$ cat config.mk
export PLATFORM = sky130hd
export DESIGN_NAME = adder_arbiter
export DESIGN_NICKNAME = d
export VERILOG_FILES = /design/src/rtl/adder_pkg.sv /design/src/rtl/rr_arbiter.sv /design/src/rtl/adder_arbiter.sv
export SDC_FILE = /design/constraint.sdc
export NUM_CORES = 1
export LEC_CHECK = 0
export ABC_AREA = 0
export CAP_MARGIN = 25
export CORE_AREA = 2 2 180 182
export CTS_CLUSTER_DIAMETER = 60
export DETAILED_ROUTE_END_ITERATION = 12
export DIE_AREA = 0 0 182 184
export PLACE_DENSITY_LB_ADDON = 0.2
export SYNTH_ARGS = -nofsm -noshare
export SYNTH_HDL_FRONTEND = slang
export SYNTH_SLANG_ARGS = --single-unit
$ cat constraint.sdc
create_clock -name CLK -period 1.4 [get_ports CLK]
set_input_delay 0.28 -clock CLK [delete_from_list [all_inputs] [get_ports CLK]]
set_output_delay 0.28 -clock CLK [all_outputs]
set_load 0.02 [all_outputs]
$ cat src/rtl/adder_pkg.sv
// adder_pkg: shared word width, adder latency and FSM encoding
// used by the adder arbiter, the adder and the bench.
package adder_pkg;

  localparam int WIDTH   = 25;
  localparam int LATENCY = 1;

  typedef enum logic [1:0] {
    IDLE    = 2'd0,
    WAIT    = 2'd1,
    RESPOND = 2'd2
  } state_t;

endpackage

$ cat src/rtl/rr_arbiter.sv
// rr_arbiter: one-hot round-robin pick, first request
// at or after ptr, wrapping to the lowest index.
module rr_arbiter #(
  parameter  int N_REQ = 3,
  localparam int IDW   = (N_REQ > 1) ? $clog2(N_REQ) : 1
) (
  input  logic [N_REQ-1:0] req,
  input  logic [IDW-1:0]   ptr,
  output logic [N_REQ-1:0] gnt
);

  localparam logic [N_REQ-1:0] ONE = N_REQ'(1);

  logic [N_REQ-1:0] mask;
  logic [N_REQ-1:0] upper;
  logic [N_REQ-1:0] pick;

  // mask below ptr, fall back to all, keep lowest set bit
  always_comb begin
    mask  = ~((ONE << ptr) - ONE);
    upper = req & mask;
    pick  = (|upper) ? upper : req;
    gnt   = pick & (~pick + ONE);
  end

endmodule

$ cat src/rtl/adder_arbiter.sv
// adder_arbiter: shares one external adder among N_REQ
// requesters, one operation in flight at a time.
module adder_arbiter #(
  parameter  int N_REQ   = 3,
  parameter  int WIDTH   = adder_pkg::WIDTH,
  parameter  int LATENCY = adder_pkg::LATENCY,
  localparam int IDW     = (N_REQ > 1) ? $clog2(N_REQ) : 1
) (
  input  logic                      CLK,
  input  logic                      RST,
  input  logic [N_REQ-1:0]          REQ_VALID,
  output logic [N_REQ-1:0]          REQ_READY,
  input  logic [N_REQ*4*WIDTH-1:0]  REQ_WORDS,
  output logic signed [WIDTH-1:0]   ADD_WORD_0,
  output logic signed [WIDTH-1:0]   ADD_WORD_1,
  output logic signed [WIDTH-1:0]   ADD_WORD_2,
  output logic signed [WIDTH-1:0]   ADD_WORD_3,
  input  logic signed [WIDTH-1:0]   ADD_RES,
  output logic                      RSP_VALID,
  input  logic                      RSP_READY,
  output logic [IDW-1:0]            RSP_ID,
  output logic signed [WIDTH-1:0]   RSP_RES,
  output logic                      BUSY
);

  localparam int CW  = $clog2(LATENCY + 1) + 1;
  localparam int OPW = 4 * WIDTH;

  adder_pkg::state_t state;

  logic [IDW-1:0]   ptr;
  logic [IDW-1:0]   gidx;
  logic [IDW-1:0]   nptr;
  logic [CW-1:0]    cnt;
  logic [N_REQ-1:0] gnt;
  logic [OPW-1:0]   gwords;
  logic [OPW-1:0]   words;
  logic             accept;

  rr_arbiter #(
    .N_REQ (N_REQ)
  ) u_rr (
    .req (REQ_VALID),
    .ptr (ptr),
    .gnt (gnt)
  );

  // winner index, its operand block and the pointer after it
  always_comb begin
    gidx   = '0;
    gwords = '0;
    for (int i = 0; i < N_REQ; i++) begin
      if (gnt[i]) begin
        gidx   = IDW'(i);
        gwords = REQ_WORDS[i*OPW +: OPW];
      end
    end
    if (gidx == IDW'(N_REQ - 1))
      nptr = '0;
    else
      nptr = gidx + IDW'(1);
  end

  assign accept =
    (state == adder_pkg::IDLE) && !RST && (|gnt);

  assign REQ_READY = accept ? gnt : '0;

  assign ADD_WORD_0 = words[0*WIDTH +: WIDTH];
  assign ADD_WORD_1 = words[1*WIDTH +: WIDTH];
  assign ADD_WORD_2 = words[2*WIDTH +: WIDTH];
  assign ADD_WORD_3 = words[3*WIDTH +: WIDTH];

  // control FSM with registered operands and response
  always_ff @(posedge CLK) begin
    if (RST) begin
      state     <= adder_pkg::IDLE;
      ptr       <= '0;
      cnt       <= '0;
      words     <= '0;
      RSP_VALID <= 1'b0;
      RSP_ID    <= '0;
      RSP_RES   <= '0;
      BUSY      <= 1'b0;
    end else begin
      unique case (state)
        adder_pkg::IDLE: begin
          if (accept) begin
            words  <= gwords;
            RSP_ID <= gidx;
            ptr    <= nptr;
            cnt    <= '0;
            BUSY   <= 1'b1;
            state  <= adder_pkg::WAIT;
          end
        end
        adder_pkg::WAIT: begin
          if (cnt == CW'(LATENCY)) begin
            RSP_RES   <= ADD_RES;
            RSP_VALID <= 1'b1;
            state     <= adder_pkg::RESPOND;
          end else begin
            cnt <= cnt + CW'(1);
          end
        end
        adder_pkg::RESPOND: begin
          if (RSP_READY) begin
            RSP_VALID <= 1'b0;
            BUSY      <= 1'b0;
            state     <= adder_pkg::IDLE;
          end
        end
        default: begin
          RSP_VALID <= 1'b0;
          BUSY      <= 1'b0;
          state     <= adder_pkg::IDLE;
        end
      endcase
    end
  end

endmodule
==> results of run 1 <==
==> area by class of cell <==
type | instances | area (µm²) | share of cell area
diodes | 1 | 2.50 | 0.000183
clock buffers | 21 | 460 | 0.0337
clock inverters | 11 | 174 | 0.0127
inverters | 3 | 15.0 | 0.00110
multi-input cells | 527 | 3730 | 0.273
flip-flops and latches | 134 | 2700 | 0.197
well taps | 402 | 503 | 0.0368
repair buffers | 564 | 6080 | 0.445
==> kinds of logic after synthesis <==
| group | count (synthesis) |
|---|---|
| compound gates | 441 |
| fa+ha+maj | 1 |
| buf+inv | 81 |
| flops | 134 |
| simple gates | 85 |
==> worst min-delay path: cells and delay by family <==
kind            cells  cell delay [ps]
buf+inv             1              390
simple gates        1               50
compound gates      1               50
==> sequential cells by signal, summed over array words and instances, names as in the netlist <==
signal	count
words	100
RSP_ID	2
ptr	1
state	2
BUSY	1
RSP_RES	25
RSP_VALID	1
cnt	2
==> final timing paths <==
| kind | start | to | slack [ps] |
|---|---|---|---|
| worst max register to register | RSP_ID[0]$_SDFFE_PP0P_ | words[93]$_SDFFE_PP0P_ | -370 |
| worst max-delay path | state[1]$_SDFFE_PP0P_ | REQ_READY[2] | -440 |
| worst min register to register | RSP_RES[19]$_SDFFE_PP0P_ | RSP_RES[19]$_SDFFE_PP0P_ | 450 |
| worst min-delay path | ADD_RES[18] | RSP_RES[18]$_SDFFE_PP0P_ | 400 |
==> placed cells by master, fill, tap and decap left out, types with 2 or more instances in the layout <==
cell type / instances
sky130_fd_sc_hd__clkdlybuf4s50_1: 327
sky130_fd_sc_hd__a21oi_1: 258
sky130_fd_sc_hd__dfxtp_1: 127
sky130_fd_sc_hd__a22oi_2: 89
sky130_fd_sc_hd__clkbuf_2: 76
sky130_fd_sc_hd__a21oi_2: 68
sky130_fd_sc_hd__nand2_1: 55
sky130_fd_sc_hd__clkdlybuf4s15_1: 29
sky130_fd_sc_hd__clkbuf_16: 26
sky130_fd_sc_hd__buf_12: 25
sky130_fd_sc_hd__buf_4: 25
sky130_fd_sc_hd__buf_16: 23
sky130_fd_sc_hd__clkdlybuf4s15_2: 17
sky130_fd_sc_hd__buf_6: 16
sky130_fd_sc_hd__a22oi_1: 14
sky130_fd_sc_hd__nor2_1: 11
sky130_fd_sc_hd__buf_8: 6
sky130_fd_sc_hd__a21oi_4: 5
sky130_fd_sc_hd__dfxtp_2: 5
sky130_fd_sc_hd__buf_2: 5
sky130_fd_sc_hd__bufinv_16: 4
sky130_fd_sc_hd__dlygate4sd2_1: 4
sky130_fd_sc_hd__nor2b_4: 3
sky130_fd_sc_hd__nand2_4: 3
sky130_fd_sc_hd__clkinvlp_4: 3
sky130_fd_sc_hd__clkinv_4: 3
sky130_fd_sc_hd__dfxtp_4: 2
sky130_fd_sc_hd__nor3_1: 2
sky130_fd_sc_hd__nor2_4: 2
sky130_fd_sc_hd__clkinv_2: 2
sky130_fd_sc_hd__o21bai_1: 2
sky130_fd_sc_hd__clkbuf_8: 2
sky130_fd_sc_hd__clkbuf_1: 2
sky130_fd_sc_hd__bufbuf_16: 2
==> power by group through the flow <==
stage	Combinational, mW	Clock [mW]	Sequential [mW]
after floorplan	1.28	0	5.22
final	5.17	4.95	4.62
after detailed placement	4.31	0	4.65
after global routing	5.48	5.25	4.68
after global placement	4.30	0	4.64
after CTS	4.89	5.08	4.57
==> stage by stage <==
stage | cells | cell area (µm²) | setup TNS [ps] | utilization | power, mW
2_1_floorplan | 742 | 6080 | -2420 | - | 6.50
3_3_place_gp | 1571 | 11300 | -78940 | 0.359 | 8.94
3_5_place_dp | 1571 | 11300 | -80580 | 0.359 | 8.97
4_1_cts | 1645 | 13200 | -35260 | 0.422 | 14.5
5_1_grt | 1663 | 13700 | -37810 | 0.435 | 15.4
6_report | 1663 | 13700 | -31720 | 0.435 | 14.7
==> cells in the mapped netlist, types with 2 or more instances <==
cell type / count
sky130_fd_sc_hd__o21bai_1: 2
sky130_fd_sc_hd__a21oi_1: 321
sky130_fd_sc_hd__clkbuf_1: 23
sky130_fd_sc_hd__a22oi_1: 103
sky130_fd_sc_hd__dfxtp_1: 134
sky130_fd_sc_hd__nor2_1: 13
sky130_fd_sc_hd__nor3b_1: 2
sky130_fd_sc_hd__a21oi_2: 10
sky130_fd_sc_hd__nand2_1: 58
sky130_fd_sc_hd__inv_1: 2
sky130_fd_sc_hd__nor2b_1: 3
sky130_fd_sc_hd__buf_4: 12
sky130_fd_sc_hd__buf_6: 2
sky130_fd_sc_hd__buf_2: 41
sky130_fd_sc_hd__nor3_1: 2
==> metal layers <==
layer | share of wire | up-vias | track usage | routed length (µm)
li1 | - | 3768 | - | -
met1 | 0.40 | 3772 | 0.238 | 14700
met2 | 0.50 | 351 | 0.352 | 18500
met3 | 0.079 | 36 | 0.0636 | 2910
met4 | 0.015 | 0 | 0.0523 | 556
met5 | 0 | - | 0 | 0
==> timing repair <==
action / in CTS / in global routing
hold buffers: 0 / 0
cloned: 23 / 10
endpoints found under the setup margin: 262 / 229
pin swaps: 9 / 30
resized for setup: 390 / 258
setup buffers: 20 / 17
==> results.txt, run 1 <==
The post-layout worst setup margin is -438 ps. The share of the synthesized area in the top cell type is 0.447. The checks that failed: negative setup slack. The number of top-level design ports came out at between 400 and 500. The floorplan die height came out at roughly 180 µm. Summed over all instances, the cell type with the most area after synthesis is sky130_fd_sc_hd__dfxtp_1. The worst IR drop on VDD came out at slightly below 0.7 mV. The maximum cell stage delay along the critical path came out at between 400 and 500 ps.

The insertion delay to the later sink of the worst-skew pair came out at 420 ps. The tightest hold path in the finished design has a slack of between 300 and 400 ps. The first global-routing pass estimated 50600 µm of wire. Traced cell by cell, the critical path runs through or3_4 > buf_4 > nor2b_4 > buf_6.

The total nets after synthesis is 1074. After synthesis the netlist holds a flip-flop and latch count of 134. By area the synthesized netlist is led by sky130_fd_sc_hd__dfxtp_1 45%, sky130_fd_sc_hd__a21oi_1 27%, sky130_fd_sc_hd__a22oi_1 13%. The cell row count is 65. The post-placement worst setup slack came out at -857 ps. The area of the mapped netlist came out at around 6000 µm². The final critical path time including I/O delays and setup came out at about 1800 ps. The number of fillers in the final layout is slightly above 3000. Of the total synthesized cell area, the portion taken by AND, OR, NAND and NOR gates is 0.0601. By area, the combinational part of the netlist is dominated by compound AO/OA/AOI/OAI gates. The number of violations of the max-capacitance limit came out at 0. The maximum fanout encountered on the critical timing path is 3.

Measured against the total synthesized area, the mux share comes to 0. Port buffering added between 400 and 500 buffers. The number of gates on the worst path with buffers counted came out at 4. The via count of the first global-routing pass came to 8048. The full die area is 33500 µm². The number of nets in the layout is ~1600. The cell-internal power is around 10 mW. The leakage power of the design is a little over 5 nW.

Yosys mapped a number of flops with a built-in enable equal to 0. The switching share of power is 0.318. The synthesized area per cell came out at 8.08 µm².

The number of instances in the synthesized netlist is 742. The clock-pin slew reported for the worst setup and hold paths after clock tree synthesis is 60 ps. The ratio of final minimum period to clock period came out at 1.31. The total vias in the final route came out at between 7000 and 8000. The most used flip-flop cell after synthesis is sky130_fd_sc_hd__dfxtp_1. The effective utilization at floorplan came out at 0.191. The detailed-router iteration count before antenna repair came out at 5. The total core area is ~31000 µm². Counting along the longest clock path gives a buffer depth of 2. Setup repair after global routing could not meet its margin everywhere. Counting cells, the worst reg-to-reg path comes to 8. The total count of max-transition violations in the final report came to 0.

The tightest slew margin relative to the limit came out at 0.816. Data on the critical path is required at its endpoint by about 1100 ps. The synthesis warning total is 0. The capturing element type of the critical path is a primary output. The area added between synthesis and finish is 128%. Global routing finished with a remaining overflow of 0.

The weighted congestion reported at the end of routability-driven placement is 0.788. The via density per instance came out at 4.77. The upper clock frequency limit is 544 MHz. Of the total synthesized cell area, the portion taken by full adders, half adders and majority gates is 0.00209.

The number of levels in the clock H-tree is 4. The remaining number of nets flagged by the antenna check after routing is 0. Entering global routing, the biggest net connects between 40 and 50 pins.

Summed over all nets, the half-perimeter wirelength after detailed placement is around 22000 µm. The final worst clock skew is 10.0 ps. The slowest stage of the critical path belongs to the cell sky130_fd_sc_hd__or3_4. The total clock buffers created by CTS is 17. Summed over all nets, the switching power comes to about 4.7 mW. Of the total power, combinational logic draws 0.351. The post-synthesis async set-or-reset flop share is 0. The die is approximately 180 µm wide.

The buffers plus inverters on the worst setup path is 2. Counting instances, the worst hold path has a depth of 3. The overall global routing resource usage came out at 0.201. The min-delay analysis places its worst path in the category in2reg. The wire length per cell after detailed routing came out at ~22 µm. The power share of the sequential group is 0.313.

The total of endpoints with negative setup slack in the final report came out at ~110. The compound-gate portion of the synthesized area is 0.421. The critical path class is reg2out. The power density normalized to cell area is roughly 1100 nW/µm². The register area share after synthesis came out at 0.447. The relative contribution of the clock network to total power is 0.336. The number of endpoints with negative hold slack in the final report came out at 0. The count of distinct cell types in the synthesized netlist came out at 29. STA classifies the critical path startpoint as a flip-flop. The detailed-route wire length is roughly 37000 µm. For this block, the initial DRC count from the detailed router was 344.

The slew at the pin closest to its max-slew limit came out at 276 ps. The fraction of layout instances using a drive strength above 1 came out at 0.336. The initial antenna violation count came out at 1.

Counting every sink on the clock net gives 134. TritonCTS built the clock tree. The cell sitting at the root of the clock tree is a sky130_fd_sc_hd__clkbuf_16. The cell family contributing the most delay on the critical path is simple AND/OR/NAND/NOR gates. The critical path arrival came out at between 1500 and 2000 ps. Of the total synthesized cell area, the portion taken by XOR and XNOR cells is 0. The residual DRC count is 0. The run finished, with violations left.
Power figures use the tool's default switching activity.
==> run 2, diff against run 1 <==
--- a/config.mk
+++ b/config.mk
@@ -11,6 +11,7 @@
 export CTS_CLUSTER_DIAMETER = 60
 export DETAILED_ROUTE_END_ITERATION = 12
 export DIE_AREA = 0 0 182 184
+export GPL_ROUTABILITY_DRIVEN = 0
 export PLACE_DENSITY_LB_ADDON = 0.2
 export SYNTH_ARGS = -nofsm -noshare
 export SYNTH_HDL_FRONTEND = slang
==> constraint.sdc (replaced) <==
create_clock -name CLK -period 1.6 [get_ports CLK]
set_input_delay 0.32 -clock CLK [delete_from_list [all_inputs] [get_ports CLK]]
set_output_delay 0.32 -clock CLK [all_outputs]
set_load 0.02 [all_outputs]
==> results.txt, run 2 (synthesized netlist as in run 1, its figures left out) <==
Setup repair after global routing could not meet its margin everywhere. The checks that failed: negative setup slack. The worst setup path is captured at a primary output. The remaining number of nets flagged by the antenna check after routing came out at 0 (unchanged).

The number of levels in the clock H-tree is 4 (unchanged). Among the stages of the critical path, the cell type that occurs most often is sky130_fd_sc_hd__nor2b_4. The detailed-route wire length came out at 33000 µm (-10%). In the layout the commonest cells are 326 x sky130_fd_sc_hd__clkdlybuf4s50_1, 275 x sky130_fd_sc_hd__a21oi_1, 132 x sky130_fd_sc_hd__dlygate4sd2_1, 131 x sky130_fd_sc_hd__dfxtp_1, 91 x sky130_fd_sc_hd__a22oi_2. The total power of the final layout came out at 12.3 mW (-16%).

The horizontal extent of the die is 182 µm (unchanged). The residual DRC count came to 0 (unchanged). The detailed-router iteration count before antenna repair is 5 (unchanged). STA classifies the critical path startpoint as a flip-flop.

Walking the worst path, the cells encountered are nor2b_4 > o31a_4 > buf_12 > nor2b_4 > buf_6. The maximum number of buffers from clock root to sink is 2 (unchanged). The total cell area at the placement stage is 11400 µm² (+0.79%). The number of nets in the layout is 1567 (-0.76%). The upper clock frequency limit is 510 MHz. The antenna diode count is 0 (-1). The insertion delay to the later sink of the worst-skew pair came out at 440 ps (+20 ps).

The overall global routing resource usage came out at 0.181 (-0.0196). The startpoint identified for the worst register-to-register timing path is RSP_ID[0]$_SDFFE_PP0P_. The initial detailed-routing violation count came out at 268 (-22%). Clock tree synthesis selected as its root buffer the cell sky130_fd_sc_hd__clkbuf_16. The maximum cell stage delay along the critical path came to 360 ps (-60 ps). In this run the critical register-to-register path is captured at words[38]$_SDFFE_PP0P_.

The final HPWL from detailed placement came out at 22400 µm (+0.98%). The leakage power of the design came to 5.22 nW (+1.2%). The worst IR drop on VDD came to 0.651 mV (-3.6%). The most common cell after layout, fill and taps aside is sky130_fd_sc_hd__clkdlybuf4s50_1. The multi-input gate area in the final layout came out at 3670 µm² (-1.5%).

The number of endpoints with negative hold slack in the final report was 0 (unchanged). The buffers plus inverters on the worst setup path is 2 (unchanged). The sequential standard cell area is 2690 µm² (-0.19%). The clock-pin slew reported for the worst setup and hold paths after clock tree synthesis was 60 ps (about the same).

The full die area is 33500 µm² (unchanged). The initial antenna violation count is 0 (-1). The setup path with the least slack is of type reg2out.

Broken down by cell family, the worst path's largest delay share belongs to flip-flops. The floorplan die height was 184 µm (unchanged). The power density normalized to cell area came out at 927 nW/µm² (-14%). The maximum fanout encountered on the critical timing path is 4 (+1). The via count of the first global-routing pass is 7965 (-1.0%). The post-layout worst setup margin came out at -360 ps (+78.3 ps).

The worst setup path endpoint is REQ_READY[2]. The worst path required time came out at 1280 ps (+160 ps). The total clock buffers created by CTS came out at 17 (unchanged).

The effective utilization at floorplan is 0.191 (unchanged). The total vias in the final route is 7727 (-2.5%). The number of gates on the worst path with buffers counted came out at 5 (+1). The port buffer count is 462 (unchanged). In the final layout, the registers with the most flip-flops are words (100), RSP_RES (25). The area added between synthesis and finish is 122%. The slowest cell on the critical path is sky130_fd_sc_hd__dfxtp_4. The ratio of final minimum period to clock period is 1.22. The cell row count was 65 (unchanged).

The number of top-level design ports came out at 463 (unchanged). The total core area came out at 31400 µm² (unchanged). The via density per instance is 4.68 (-1.8%). The critical path arrival came to 1640 ps (+80 ps).

The global-route wire length before repair is 46200 µm (-8.6%). The run finished, with violations left. The final worst clock skew came to 9.91 ps (-0.111 ps).

The total of hold buffers inserted after clock tree synthesis is 0 (unchanged). The total of endpoints with negative setup slack in the final report came to 101 (-4.7%). The final standard cell area without fillers was 13300 µm² (-2.5%).

The fraction of layout instances using a drive strength above 1 is 0.233 (-0.103). The total clock sinks came out at 134 (unchanged). The global-route congestion overflow total came out at 0 (unchanged). The slew at the pin closest to its max-slew limit came out at 362 ps (+86.3 ps). The number of fillers in the final layout was 3188 (+2.7%). The tightest slew margin relative to the limit is 0.758 (-0.0575). The flip-flop count of the largest register after layout is 100 (unchanged). In this run the worst setup path begins at RSP_ID[0]$_SDFFE_PP0P_. The number of violations of the max-capacitance limit is 0 (unchanged). TritonCTS built the clock tree. The total count of max-transition violations in the final report is 0 (unchanged). The final critical path time including I/O delays and setup is 1960 ps. The wire length per cell after detailed routing came out at 20.0 µm (-9.3%). Ranked by flip-flop count, first place goes to words. The logic depth of the worst register-to-register path came to 10 (+2). The class of the tightest hold or removal check is in2reg. The setup slack of the worst register-to-register path came out at -320 ps (+50 ps).

The maximum number of pins on one net before global-route repair is 63 (+29%).
## run 2: worst min-delay path by stage
stage,start,end,slack (ps),cells past startpoint
floorplan,ADD_RES[0],RSP_RES[0]$_SDFFE_PP0P_,460,2
global placement,RSP_RES[4]$_SDFFE_PP0P_,RSP_RES[4]$_SDFFE_PP0P_,440,2
detailed placement,RSP_RES[4]$_SDFFE_PP0P_,RSP_RES[4]$_SDFFE_PP0P_,450,2
CTS,ADD_RES[4],RSP_RES[4]$_SDFFE_PP0P_,390,3
global route,ADD_RES[4],RSP_RES[4]$_SDFFE_PP0P_,400,3
finish,ADD_RES[24],RSP_RES[24]$_SDFFE_PP0P_,420,3
## run 2: layout make-up
class | instances | area share
Multi-Input combinational cell | 527 | 0.276
Timing Repair Buffer | 552 | 0.437
Tap cell | 402 | 0.0378
Clock buffer | 25 | 0.0395
Clock inverter | 7 | 0.00677
Inverter | 3 | 0.000940
Sequential cell | 134 | 0.202
## run 2: per-stage QoR
| step | std cells | TNS [ps] | utilization | hold WS [ps] | setup slack, ps |
|---|---|---|---|---|---|
| 2_1_floorplan | 742 | -17.3 | - | 456 | -12.0 |
| 3_3_place_gp | 1582 | -55720 | 0.362 | 441 | -700 |
| 3_5_place_dp | 1582 | -57270 | 0.362 | 446 | -697 |
| 4_1_cts | 1634 | -16350 | 0.401 | 390 | -419 |
| 5_1_grt | 1650 | -20860 | 0.424 | 405 | -408 |
| 6_report | 1650 | -15030 | 0.424 | 420 | -360 |
## run 2: power by group
group / total, mW / internal [mW] / switching [mW]
logic: 4.18 / 2.10 / 2.08
registers: 3.98 / 3.77 / 0.210
clock network: 4.18 / 2.58 / 1.60
## run 2: layer usage
metal	routed length, µm	part of all wire	GRT usage
met1	13400	0.41	0.198
met2	16300	0.50	0.322
met3	2620	0.079	0.0622
met4	664	0.020	0.0739
met5	0	0	0
## run 2: timing repair
action,4_1_cts,5_1_grt
gates cloned,6,12
gates resized for setup,258,103
pin swaps,40,85
endpoints found under the setup margin,234,123
endpoints found under the hold margin,0,0
setup buffers,14,7
## run 2: worst reg2reg max path, cell delays in order (launching register included)
cell and delay, ps:
sky130_fd_sc_hd__dfxtp_4 360, sky130_fd_sc_hd__nor2b_4 130, sky130_fd_sc_hd__o31a_4 350, sky130_fd_sc_hd__buf_12 130
sky130_fd_sc_hd__buf_4 130, sky130_fd_sc_hd__buf_12 140, sky130_fd_sc_hd__buf_12 150, sky130_fd_sc_hd__buf_6 110
sky130_fd_sc_hd__buf_6 110, sky130_fd_sc_hd__a22oi_2 130, sky130_fd_sc_hd__a21oi_1 90
==> run 3, diff against run 2 <==
--- a/config.mk
+++ b/config.mk
@@ -5,7 +5,7 @@
 export SDC_FILE = /design/constraint.sdc
 export NUM_CORES = 1
 export LEC_CHECK = 0
-export ABC_AREA = 0
+export ABC_AREA = 1
 export CAP_MARGIN = 25
 export CORE_AREA = 2 2 180 182
 export CTS_CLUSTER_DIAMETER = 60
==> results.txt, run 3 <==
The detailed-route wire length came out at 40700 µm (+23%). The final worst clock skew is 12.1 ps (+2.22 ps). Leaving out fill and tap cells, the most frequent cell in the layout is sky130_fd_sc_hd__nand2_1. The final non-filler cell total came out at 2011 (+22%). The global-route congestion overflow total is 0 (unchanged). Ranked by flip-flop count, first place goes to words. The number of instances in the synthesized netlist came out at 1119 (+51%). The total clock sinks is 134 (unchanged). The final standard cell area without fillers is 14200 µm² (+6.3%). The full die area was 33500 µm² (unchanged).

The maximum number of buffers from clock root to sink was 2 (unchanged). The final reports fail on negative setup slack. The worst setup path is captured at a primary output. The total of endpoints with negative setup slack in the final report was 108 (+6.9%). The area added between synthesis and finish came out at 97.2%. The total count of max-transition violations in the final report came out at 0 (unchanged). The cell with the most instances after synthesis is sky130_fd_sc_hd__nand2_1. The share of the synthesized area in the top cell type is 0.374 (-0.0735). The class of the tightest hold or removal check is reg2reg. The clock-pin slew reported for the worst setup and hold paths after clock tree synthesis came out at 60 ps (about the same). The most critical setup path has its startpoint at REQ_VALID[1].

The number of levels in the clock H-tree is 4 (unchanged). The fraction of layout instances using a drive strength above 1 came out at 0.113 (-0.121). The tightest slew margin relative to the limit came to 0.668 (-0.0903).

The final critical path time including I/O delays and setup was 1980 ps (+19.4 ps). The post-layout worst setup margin is -379 ps (-19.4 ps). The total clock buffers created by CTS was 17 (unchanged). After synthesis, the most frequently instantiated cells are 347 x sky130_fd_sc_hd__nand2_1, 265 x sky130_fd_sc_hd__nand3_1, 134 x sky130_fd_sc_hd__dfxtp_1. The total vias in the final route is 9790 (+27%).

The via count of the first global-routing pass is 9133 (+15%). The kind of start point of the critical path is a primary input. The upper clock frequency limit came out at 505 MHz (-0.98%). The maximum fanout encountered on the critical timing path was 3 (-1). Setup repair after global routing could not meet its margin everywhere. Leaving out fill and tap cells, the most frequent cells in the layout are 342 x sky130_fd_sc_hd__nand2_1, 329 x sky130_fd_sc_hd__clkdlybuf4s50_1, 258 x sky130_fd_sc_hd__nand3_1, 133 x sky130_fd_sc_hd__dfxtp_1, 127 x sky130_fd_sc_hd__dlygate4sd2_1. The detailed-router iteration count before antenna repair came out at 5 (unchanged).

The register area share after synthesis came to 0.374 (-0.0735). The number of nets in the layout is 1926 (+23%). The cell row count came out at 65 (unchanged).

The synthesized area per cell came out at 6.41 µm² (-21%). The horizontal extent of the die came out at 182 µm (unchanged). The placed cell count is 1922 (+21%). The worst path required time is 1280 ps (about the same).

Ranked by total cell area, the synthesized netlist is headed by sky130_fd_sc_hd__dfxtp_1 37%, sky130_fd_sc_hd__nand3_1 18%, sky130_fd_sc_hd__nand2_1 18%. The total power of the final layout is 18.2 mW (+47%). The ratio of final minimum period to clock period came to 1.24 (+0.0121). The insertion delay to the later sink of the worst-skew pair is 420 ps (-20 ps).

The leakage power of the design is 6.63 nW (+27%). The post-synthesis async set-or-reset flop share was 0 (unchanged). The remaining number of nets flagged by the antenna check after routing is 0 (unchanged). The final HPWL from detailed placement is 23300 µm (+4.2%). The initial antenna violation count came out at 3 (+3).

The number of endpoints with negative hold slack in the final report is 0 (unchanged). The via density per instance was 4.87 (+4.0%). The wire length per cell after detailed routing is 20.2 µm (+1.2%). The startpoint identified for the worst hold timing path is RSP_RES[1]$_SDFFE_PP0P_. The critical path arrival is 1660 ps (+20 ps). In the final layout, the registers with the most flip-flops are words (100), RSP_RES (25). The number of register bits inferred by synthesis came to 134 (unchanged). The flow ran to the end, but the final reports show violations. The overall global routing resource usage was 0.214 (+0.0322). The residual DRC count came out at 0 (unchanged). The power density normalized to cell area came to 1280 nW/µm² (+38%). The area of the mapped netlist came to 7180 µm² (+20%). The maximum number of pins on one net before global-route repair is 81 (+29%). The setup TNS after final layout is -17750 ps (-2730 ps). CTS placed an instance of sky130_fd_sc_hd__clkbuf_16 at the clock tree root.

The total of hold buffers inserted after clock tree synthesis is 0 (unchanged). The worst register-to-register path begins at RSP_ID[0]$_SDFFE_PP0P_. The dominant cell type by area after synthesis is sky130_fd_sc_hd__dfxtp_1. The slew at the pin closest to its max-slew limit came out at 498 ps (+136 ps). The total core area is 31400 µm² (unchanged).

The global-route wire length before repair is 54300 µm (+18%). The floorplan die height is 184 µm (unchanged). The initial detailed-routing violation count is 592 (+120%).

The number of top-level design ports came out at 463 (unchanged). The total cell area at the placement stage is 12300 µm² (+8.5%). Among all flip-flop cells after synthesis, the most frequent one is sky130_fd_sc_hd__dfxtp_1. The port buffer count came to 462 (unchanged). The worst IR drop on VDD came out at 0.693 mV (+6.4%). The effective utilization at floorplan is 0.229 (+0.0376). TritonCTS built the clock tree. The count of distinct cell types in the synthesized netlist came out at 23 (-21%). The critical path class is in2out. The synthesis warning total is 0 (unchanged). The flip-flop count of the largest register after layout is 100 (unchanged). The total nets after synthesis is 1451 (+35%).

The number of enable-type register cells in the synthesized netlist came out at 0 (unchanged). The number of violations of the max-capacitance limit was 0 (unchanged).
==> run 3: path summary, 6_finish.rpt <==
check,cells after the start,slack [ps],endpoint
setup / recovery,8,-380,REQ_READY[2]
hold / removal,2,460,RSP_RES[1]$_SDFFE_PP0P_
setup reg to reg,12,-230,words[32]$_SDFFE_PP0P_
hold reg to reg,2,460,RSP_RES[1]$_SDFFE_PP0P_
==> run 3: power breakdown <==
part	internal [mW]	switching [mW]	total, mW	leakage, nW
Clock	2.16	1.68	3.85	0.268
Combinational	4.22	5.27	9.49	5.25
Sequential	4.33	0.492	4.83	1.10
Total	10.7	7.45	18.2	6.63
==> run 3: area by class of cell <==
| class | instances | area, µm² |
|---|---|---|
| clock buffers | 19 | 433 |
| diodes | 2 | 5.00 |
| multi-input cells | 823 | 3940 |
| flip-flops and latches | 134 | 2690 |
| fillers | 3203 | 17200 |
| inverters | 56 | 228 |
| clock inverters | 13 | 125 |
| well taps | 402 | 503 |
| repair buffers | 562 | 6230 |
==> run 3: per-layer routing <==
metal	wire length, µm	global-route usage	up-vias
met1	17600	0.262	4608
met5	0	0	-
met3	3020	0.0573	39
li1	-	-	4739
met2	19300	0.363	404
met4	870	0.0710	0
==> run 3: worst max-delay path, cell delays in order <==
cell and delay, ps:
sky130_fd_sc_hd__clkdlybuf4s50_1 530, sky130_fd_sc_hd__a21oi_4 80, sky130_fd_sc_hd__a21oi_4 200, sky130_fd_sc_hd__nand3_2 130, sky130_fd_sc_hd__nand2_4 110, sky130_fd_sc_hd__buf_6 120, sky130_fd_sc_hd__nor2_4 40, sky130_fd_sc_hd__buf_6 120
==> run 3: logic make-up after synthesis <==
group,count (synthesis),share of synthesized area
AND/OR/NAND/NOR,746,0.466
buffers and inverters,162,0.0976
flip-flops,134,0.374
AO/OA/AOI/OAI,76,0.0605
adder cells (fa/ha/maj),1,0.00174
==> run 3: through the flow <==
stage,worst slack (ps),hold WS [ps],util
floorplan,-40.2,458,-
global placement,-916,446,0.393
detailed placement,-910,455,0.393
CTS,-385,435,0.426
global route,-478,447,0.451
finish,-379,462,0.451
==> run 3: what timing repair did <==
item | 4_1_cts | 5_1_grt
setup endpoints to repair | 237 | 111
gates resized for setup | 202 | 35
gates cloned | 14 | 24
buffers inserted | 6 | 11
pin swaps | 6 | 10
